==> config.mk <==
export PLATFORM = sky130hd
export DESIGN_NAME = axi4_done_notify
export DESIGN_NICKNAME = d
export VERILOG_FILES = /design/src/rtl/axi_pkg.sv /design/src/rtl/axi_valid_hold.sv /design/src/rtl/axi4_done_notify.sv
export SDC_FILE = /design/constraint.sdc
export NUM_CORES = 1
export LEC_CHECK = 0
export CAP_MARGIN = 15
export CORE_AREA = 5 5 283 285
export DETAILED_ROUTE_END_ITERATION = 6
export DIE_AREA = 0 0 288 290
export SYNTH_ARGS = -nofsm -noshare
export SYNTH_HDL_FRONTEND = slang
export SYNTH_SLANG_ARGS = --single-unit
==> constraint.sdc <==
create_clock -name aclk -period 4.9 [get_ports aclk]
set_clock_uncertainty 0.1 [all_clocks]
set_input_delay 0.735 -clock aclk [delete_from_list [all_inputs] [get_ports aclk]]
set_output_delay 0.735 -clock aclk [all_outputs]
set_load 0.05 [all_outputs]
==> src/rtl/axi_pkg.sv <==
// Shared AXI constants and the completion-notifier state type.
// The magic word and target address are also used by the boot-start detector.
package axi_pkg;

   localparam logic [1:0] AXI_BURST_INCR  = 2'b01;

   localparam logic [1:0] AXI_RESP_OKAY   = 2'b00;
   localparam logic [1:0] AXI_RESP_EXOKAY = 2'b01;
   localparam logic [1:0] AXI_RESP_SLVERR = 2'b10;
   localparam logic [1:0] AXI_RESP_DECERR = 2'b11;

   localparam logic [63:0] CORE_MAGIC        = 64'hffff_ffff_ffff_ffff;
   localparam logic [63:0] DONE_ADDR_DEFAULT = 64'h0000_0000_0000_0040;

   typedef enum logic [2:0] {
      ST_IDLE,
      ST_SEND,
      ST_RESP,
      ST_DONE,
      ST_ERR
   } notify_state_e;

endpackage

==> src/rtl/axi_valid_hold.sv <==
// Single-channel valid/ready holder: raises valid on start and keeps it up
// until the handshake, remembering that the beat was accepted.
module axi_valid_hold (
   input  logic aclk,
   input  logic aresetn,
   input  logic start,
   input  logic ready,
   output logic valid,
   output logic fire,
   output logic done
);

   logic valid_reg;
   logic done_reg;

   always_ff @(posedge aclk or negedge aresetn) begin
      if (!aresetn) begin
         valid_reg <= 1'b0;
         done_reg  <= 1'b0;
      end else if (start) begin
         valid_reg <= 1'b1;
         done_reg  <= 1'b0;
      end else if (valid_reg && ready) begin
         valid_reg <= 1'b0;
         done_reg  <= 1'b1;
      end
   end

   assign valid = valid_reg;
   assign fire  = valid_reg & ready;
   assign done  = done_reg;

endmodule

==> src/rtl/axi4_done_notify.sv <==
// Issues one single-beat AXI4 write of {exit code, magic} to a fixed address
// when the core signals completion, retrying on error responses.
module axi4_done_notify
   import axi_pkg::*;
#(
   parameter int          DATA_WIDTH = 512,
   parameter int          ADDR_WIDTH = 64,
   parameter int          ID_WIDTH   = 4,
   parameter int          AXI_ID     = 0,
   parameter logic [63:0] DONE_ADDR  = DONE_ADDR_DEFAULT,
   parameter logic [63:0] MAGIC      = CORE_MAGIC,
   parameter int          MAX_RETRY  = 3
) (
   input  logic                      aclk,
   input  logic                      aresetn,
   input  logic                      done_i,
   input  logic [63:0]               exit_code_i,
   output logic [ID_WIDTH-1:0]       m_axi_awid,
   output logic [ADDR_WIDTH-1:0]     m_axi_awaddr,
   output logic [7:0]                m_axi_awlen,
   output logic [2:0]                m_axi_awsize,
   output logic [1:0]                m_axi_awburst,
   output logic                      m_axi_awvalid,
   input  logic                      m_axi_awready,
   output logic [DATA_WIDTH-1:0]     m_axi_wdata,
   output logic [DATA_WIDTH/8-1:0]   m_axi_wstrb,
   output logic                      m_axi_wlast,
   output logic                      m_axi_wvalid,
   input  logic                      m_axi_wready,
   input  logic [ID_WIDTH-1:0]       m_axi_bid,
   input  logic [1:0]                m_axi_bresp,
   input  logic                      m_axi_bvalid,
   output logic                      m_axi_bready,
   output logic                      busy_o,
   output logic                      notified_o,
   output logic                      error_o
);

   localparam int RETRY_W = (MAX_RETRY < 1) ? 1 : $clog2(MAX_RETRY + 1);

   notify_state_e        state_reg, state_next;
   logic                 done_reg;
   logic [63:0]          exit_code_reg;
   logic [RETRY_W-1:0]   retry_reg;
   logic                 error_reg;
   logic                 req;
   logic                 start_send;
   logic                 aw_fire, aw_done;
   logic                 w_fire, w_done;
   logic                 unused_inputs;

   assign req = done_i & ~done_reg;

   // Only the error bit of bresp and none of bid matter to this master.
   assign unused_inputs = ^{m_axi_bid, m_axi_bresp[0]};

   always_ff @(posedge aclk or negedge aresetn) begin
      if (!aresetn) begin
         state_reg <= ST_IDLE;
      end else begin
         state_reg <= state_next;
      end
   end

   always_comb begin
      state_next = state_reg;
      start_send = 1'b0;
      case (state_reg)
         ST_IDLE: begin
            if (req) begin
               state_next = ST_SEND;
               start_send = 1'b1;
            end
         end
         ST_SEND: begin
            // Each channel counts as complete if it handshook earlier or does so now.
            if ((aw_done | aw_fire) && (w_done | w_fire)) begin
               state_next = ST_RESP;
            end
         end
         ST_RESP: begin
            if (m_axi_bvalid) begin
               if (!m_axi_bresp[1]) begin
                  state_next = ST_DONE;
               end else if (retry_reg < RETRY_W'(MAX_RETRY)) begin
                  state_next = ST_SEND;
                  start_send = 1'b1;
               end else begin
                  state_next = ST_ERR;
               end
            end
         end
         ST_DONE, ST_ERR: begin
            if (!done_i) begin
               state_next = ST_IDLE;
            end
         end
         default: state_next = ST_IDLE;
      endcase
   end

   always_comb begin
      busy_o       = (state_reg == ST_SEND) || (state_reg == ST_RESP);
      m_axi_bready = (state_reg == ST_RESP);
      notified_o   = (state_reg == ST_DONE);
      error_o      = error_reg;
   end

   always_ff @(posedge aclk or negedge aresetn) begin
      if (!aresetn) begin
         done_reg      <= 1'b0;
         exit_code_reg <= '0;
         retry_reg     <= '0;
         error_reg     <= 1'b0;
      end else begin
         done_reg <= done_i;
         if (state_reg == ST_IDLE && req) begin
            exit_code_reg <= exit_code_i;
            retry_reg     <= '0;
         end else if (state_reg == ST_RESP && start_send) begin
            retry_reg <= retry_reg + RETRY_W'(1);
         end else if (state_reg == ST_DONE && !done_i) begin
            retry_reg <= '0;
         end
         if (state_next == ST_ERR) begin
            error_reg <= 1'b1;
         end
      end
   end

   axi_valid_hold u_aw_hold (
      .aclk    (aclk),
      .aresetn (aresetn),
      .start   (start_send),
      .ready   (m_axi_awready),
      .valid   (m_axi_awvalid),
      .fire    (aw_fire),
      .done    (aw_done)
   );

   axi_valid_hold u_w_hold (
      .aclk    (aclk),
      .aresetn (aresetn),
      .start   (start_send),
      .ready   (m_axi_wready),
      .valid   (m_axi_wvalid),
      .fire    (w_fire),
      .done    (w_done)
   );

   assign m_axi_awid    = ID_WIDTH'(AXI_ID);
   assign m_axi_awaddr  = ADDR_WIDTH'(DONE_ADDR);
   assign m_axi_awlen   = 8'd0;
   assign m_axi_awsize  = 3'($clog2(DATA_WIDTH / 8));
   assign m_axi_awburst = AXI_BURST_INCR;
   assign m_axi_wlast   = 1'b1;

   // Payload lives entirely in the lowest 128-bit lane.
   for (genvar gi = 0; gi < DATA_WIDTH / 128; gi++) begin : g_lane
      assign m_axi_wdata[gi*128 +: 128] = (gi == 0) ? {exit_code_reg, MAGIC} : 128'd0;
   end

   for (genvar gi = 0; gi < DATA_WIDTH / 8; gi++) begin : g_strb
      assign m_axi_wstrb[gi] = (gi < 16);
   end

endmodule

==> impl_metrics.ini <==
[clock_network]
cts_hold_buffers = 0
cts_setup_buffers = 0
clock_latency_ns = 0.36
cts_made_buffers = 9
cts-resized-gates = 0
cts.sinks = 75
h-tree-depth = 3
cts.path.max_buffers = 2
path_clk_slew_ns = 0.08
cts_tree = built
root_buffer = clkbuf_16

[place]
dp_hpwl_mm = 14.57
place_area_sq_um = 7838
portBuffers = 140
gp_congestion = 0.6548

[sta]
tns_ns = 0
finalHoldViolCount = 0
worst_pin_slew_ns = 0.7251
setup_viol = 0
fin_crit_ns = 3.139
drv_slew = 0
slew-limit-headroom = 0.5151
fmax_ghz = 0.3186
rsz0062_at_grt = no
period_share = 0.6405

[floorplan]
start_util = 0.09637
die_area_sq_um = 83520
die_w_microns = 288
die_h_microns = 290
core.rowCount = 102
core_area_sq_um = 77080
io-pin-count = 740

[pwr]
ir_worst_vdd_v = 0.0003648
pwr-share-seq = 0.215
combPwrFrac = 0.634
p_clk_frac = 0.151
switching_share = 0.5726
power.leakage_nw = 3.906
intPower_mw = 2.197
power_density_nw_per_um2 = 629.0
p_switching_mw = 2.943

[drt]
vias = 3665
wl_mm = 17.01
vias_per_cell = 1.855
first_iter_violations = 46
ant_nets = 0
drc = 0
avgRoutedWirePerCell_microns = 8.610
first_pass_iters = 4

[synth]
syn_area_sq_um = 7428
ys_types = 32
synth-seq-area-share = 0.2527
avgSynthCellArea_sq_um = 9.451
ys_warn_count = 0
synth-seq-cells = 75
synthCells = 786

[global_route]
grt_pass1_wl_mm = 22.29
grt_pass1_vias = 3385
groute.usage.overall = 0.03666
antenna_found_initial = 8
grt_max_degree = 43
grt.overflow.total = 0

[setup_path]
worstReg2RegStart = state_reg[0]
start_kind = flop
reg2reg_depth = 4
r2r_slack_ns = 2.33
critPathKind = reg2out
cp.required_ns = 4.07
worstPathMaxFanout = 10
cp.arrival_ns = 2.30
cp-end-kind = primary output
worstReg2RegEnd = exit_code_reg[9]

[finish]
final_core_util = 0.1060
fillers = 8890
final_area_sq_um = 8172
area_growth_pct = 10.01
drive_gt1_frac = 0.09218
fin_nets = 1005
largest_register_ffs = 64

[run_status]
status = finished, final reports clean

[run]
drv_cap = 0

[worst_hold_path]
hold_class = in2async
placed cells by master, fill, tap and decap left out, types with 2 or more instances in the layout:
master           netlist  final
o22ai_1                2      2
clkdlybuf4s50_1        0    139
nor2_1                 6      6
inv_1                  4      4
buf_4                594      2
diode_2                0      3
clkinv_4               0      2
clkbuf_16              0      9
nand2_1                4      4
dfrtp_1               75     75
bufinv_16              0      2
conb_1                 2    594
mux2_2                64     64
a21oi_1                4      4
o31ai_1                2      2
a21o_1                 2      2
logic make-up (layout without fill, tap and decap cells):
logic type,after synthesis,after routing,share of synthesized area
adders and majority gates,1,1,0.001684
buffers and inverters,607,162,0.6133
and+or+nand+nor,20,20,0.01684
muxes,64,64,0.09702
DFF,75,75,0.2527
AOI/OAI and AO/OA,16,16,0.01634
other,2,597,0.001011
xor gates and xnor gates,1,1,0.001179
how the worst max path moves through the flow:
stage,start,cells after the start,slack [ns],endpoint
2_1_floorplan,state_reg[1],3,2.69,notified_o
3_3_place_gp,done_i,5,1.51,exit_code_reg[59]
3_5_place_dp,done_i,5,1.53,exit_code_reg[60]
4_1_cts,state_reg[2],3,1.72,m_axi_bready
5_1_grt,state_reg[1],3,1.68,m_axi_bready
6_report,state_reg[2],3,1.76,m_axi_bready
Yosys cell counts (all sizes together):
master  number  area, sq um
dfrtp       75         1877
or4b         1        13.76
a41oi        1        8.760
nor2         7        42.54
and2         1        6.260
buf        602         4537
nor2b        1        6.260
a221o        1        10.01
or3b         1        8.760
nand3        1        5.000
o31ai        2        15.01
o32ai        1        16.27
xnor2        1        8.760
o311a        1        10.01
o21ai        1        5.000
clkbuf       1        3.750
mux2        64        720.7
nand2        4        15.01
o22ai        2        12.51
inv          4        15.01
nand4b       1        8.760
ha           1        12.51
nor3         1        5.000
a21o         2        15.01
a21oi        4        20.02
or3          1        6.260
conb         2        7.510
nand3b       1        7.510
a22o         1        8.760
final cells by class:
| class | instances | area [sq um] | share of cell area |
|---|---|---|---|
| well taps | 1040 | 1301 | 0.1592 |
| inverters | 4 | 15.01 | 0.001837 |
| clock buffers | 9 | 225.2 | 0.02756 |
| repair buffers | 142 | 1426 | 0.1746 |
| multi-input cells | 696 | 3218 | 0.3938 |
| diodes | 3 | 7.507 | 0.0009187 |
| flip-flops and latches | 75 | 1877 | 0.2297 |
| clock inverters | 7 | 101.3 | 0.01240 |
through the flow:
step,power (mW),hold slack [ns],setup slack (ns),cells
6_report,5.140,0.2544,1.761,1976
5_1_grt,5.400,0.2776,1.680,1973
3_5_place_dp,4.391,0.3780,1.533,1957
4_1_cts,5.228,0.2405,1.725,1973
2_1_floorplan,3.918,0.3394,2.687,1378
3_3_place_gp,4.383,0.3782,1.510,1957
metal layers:
layer | routed length [microns] | up-vias | share of wire | track usage
li1 | - | 1564 | - | -
met3 | 3154 | 15 | 0.19 | 0.02441
met1 | 5742 | 1686 | 0.34 | 0.03677
met5 | 13 | - | 0.00076 | 0
met4 | 318 | 2 | 0.019 | 0.01588
met2 | 7785 | 398 | 0.46 | 0.05945
worst max-delay path, stage by stage, from the launching register on:
cell	delay [ns]
dfrtp_1	0.54
or3b_1	0.50
inv_1	0.09
clkdlybuf4s50_1	0.81
power groups by stage:
stage / registers (mW) / logic, mW / clock network, mW
CTS: 1.11 / 3.28 / 0.832
finish: 1.10 / 3.26 / 0.776
floorplan: 2.07 / 1.85 / 0
detailed placement: 1.12 / 3.27 / 0
global route: 1.15 / 3.40 / 0.846
global placement: 1.11 / 3.27 / 0
(Power assumes the default switching activity.)
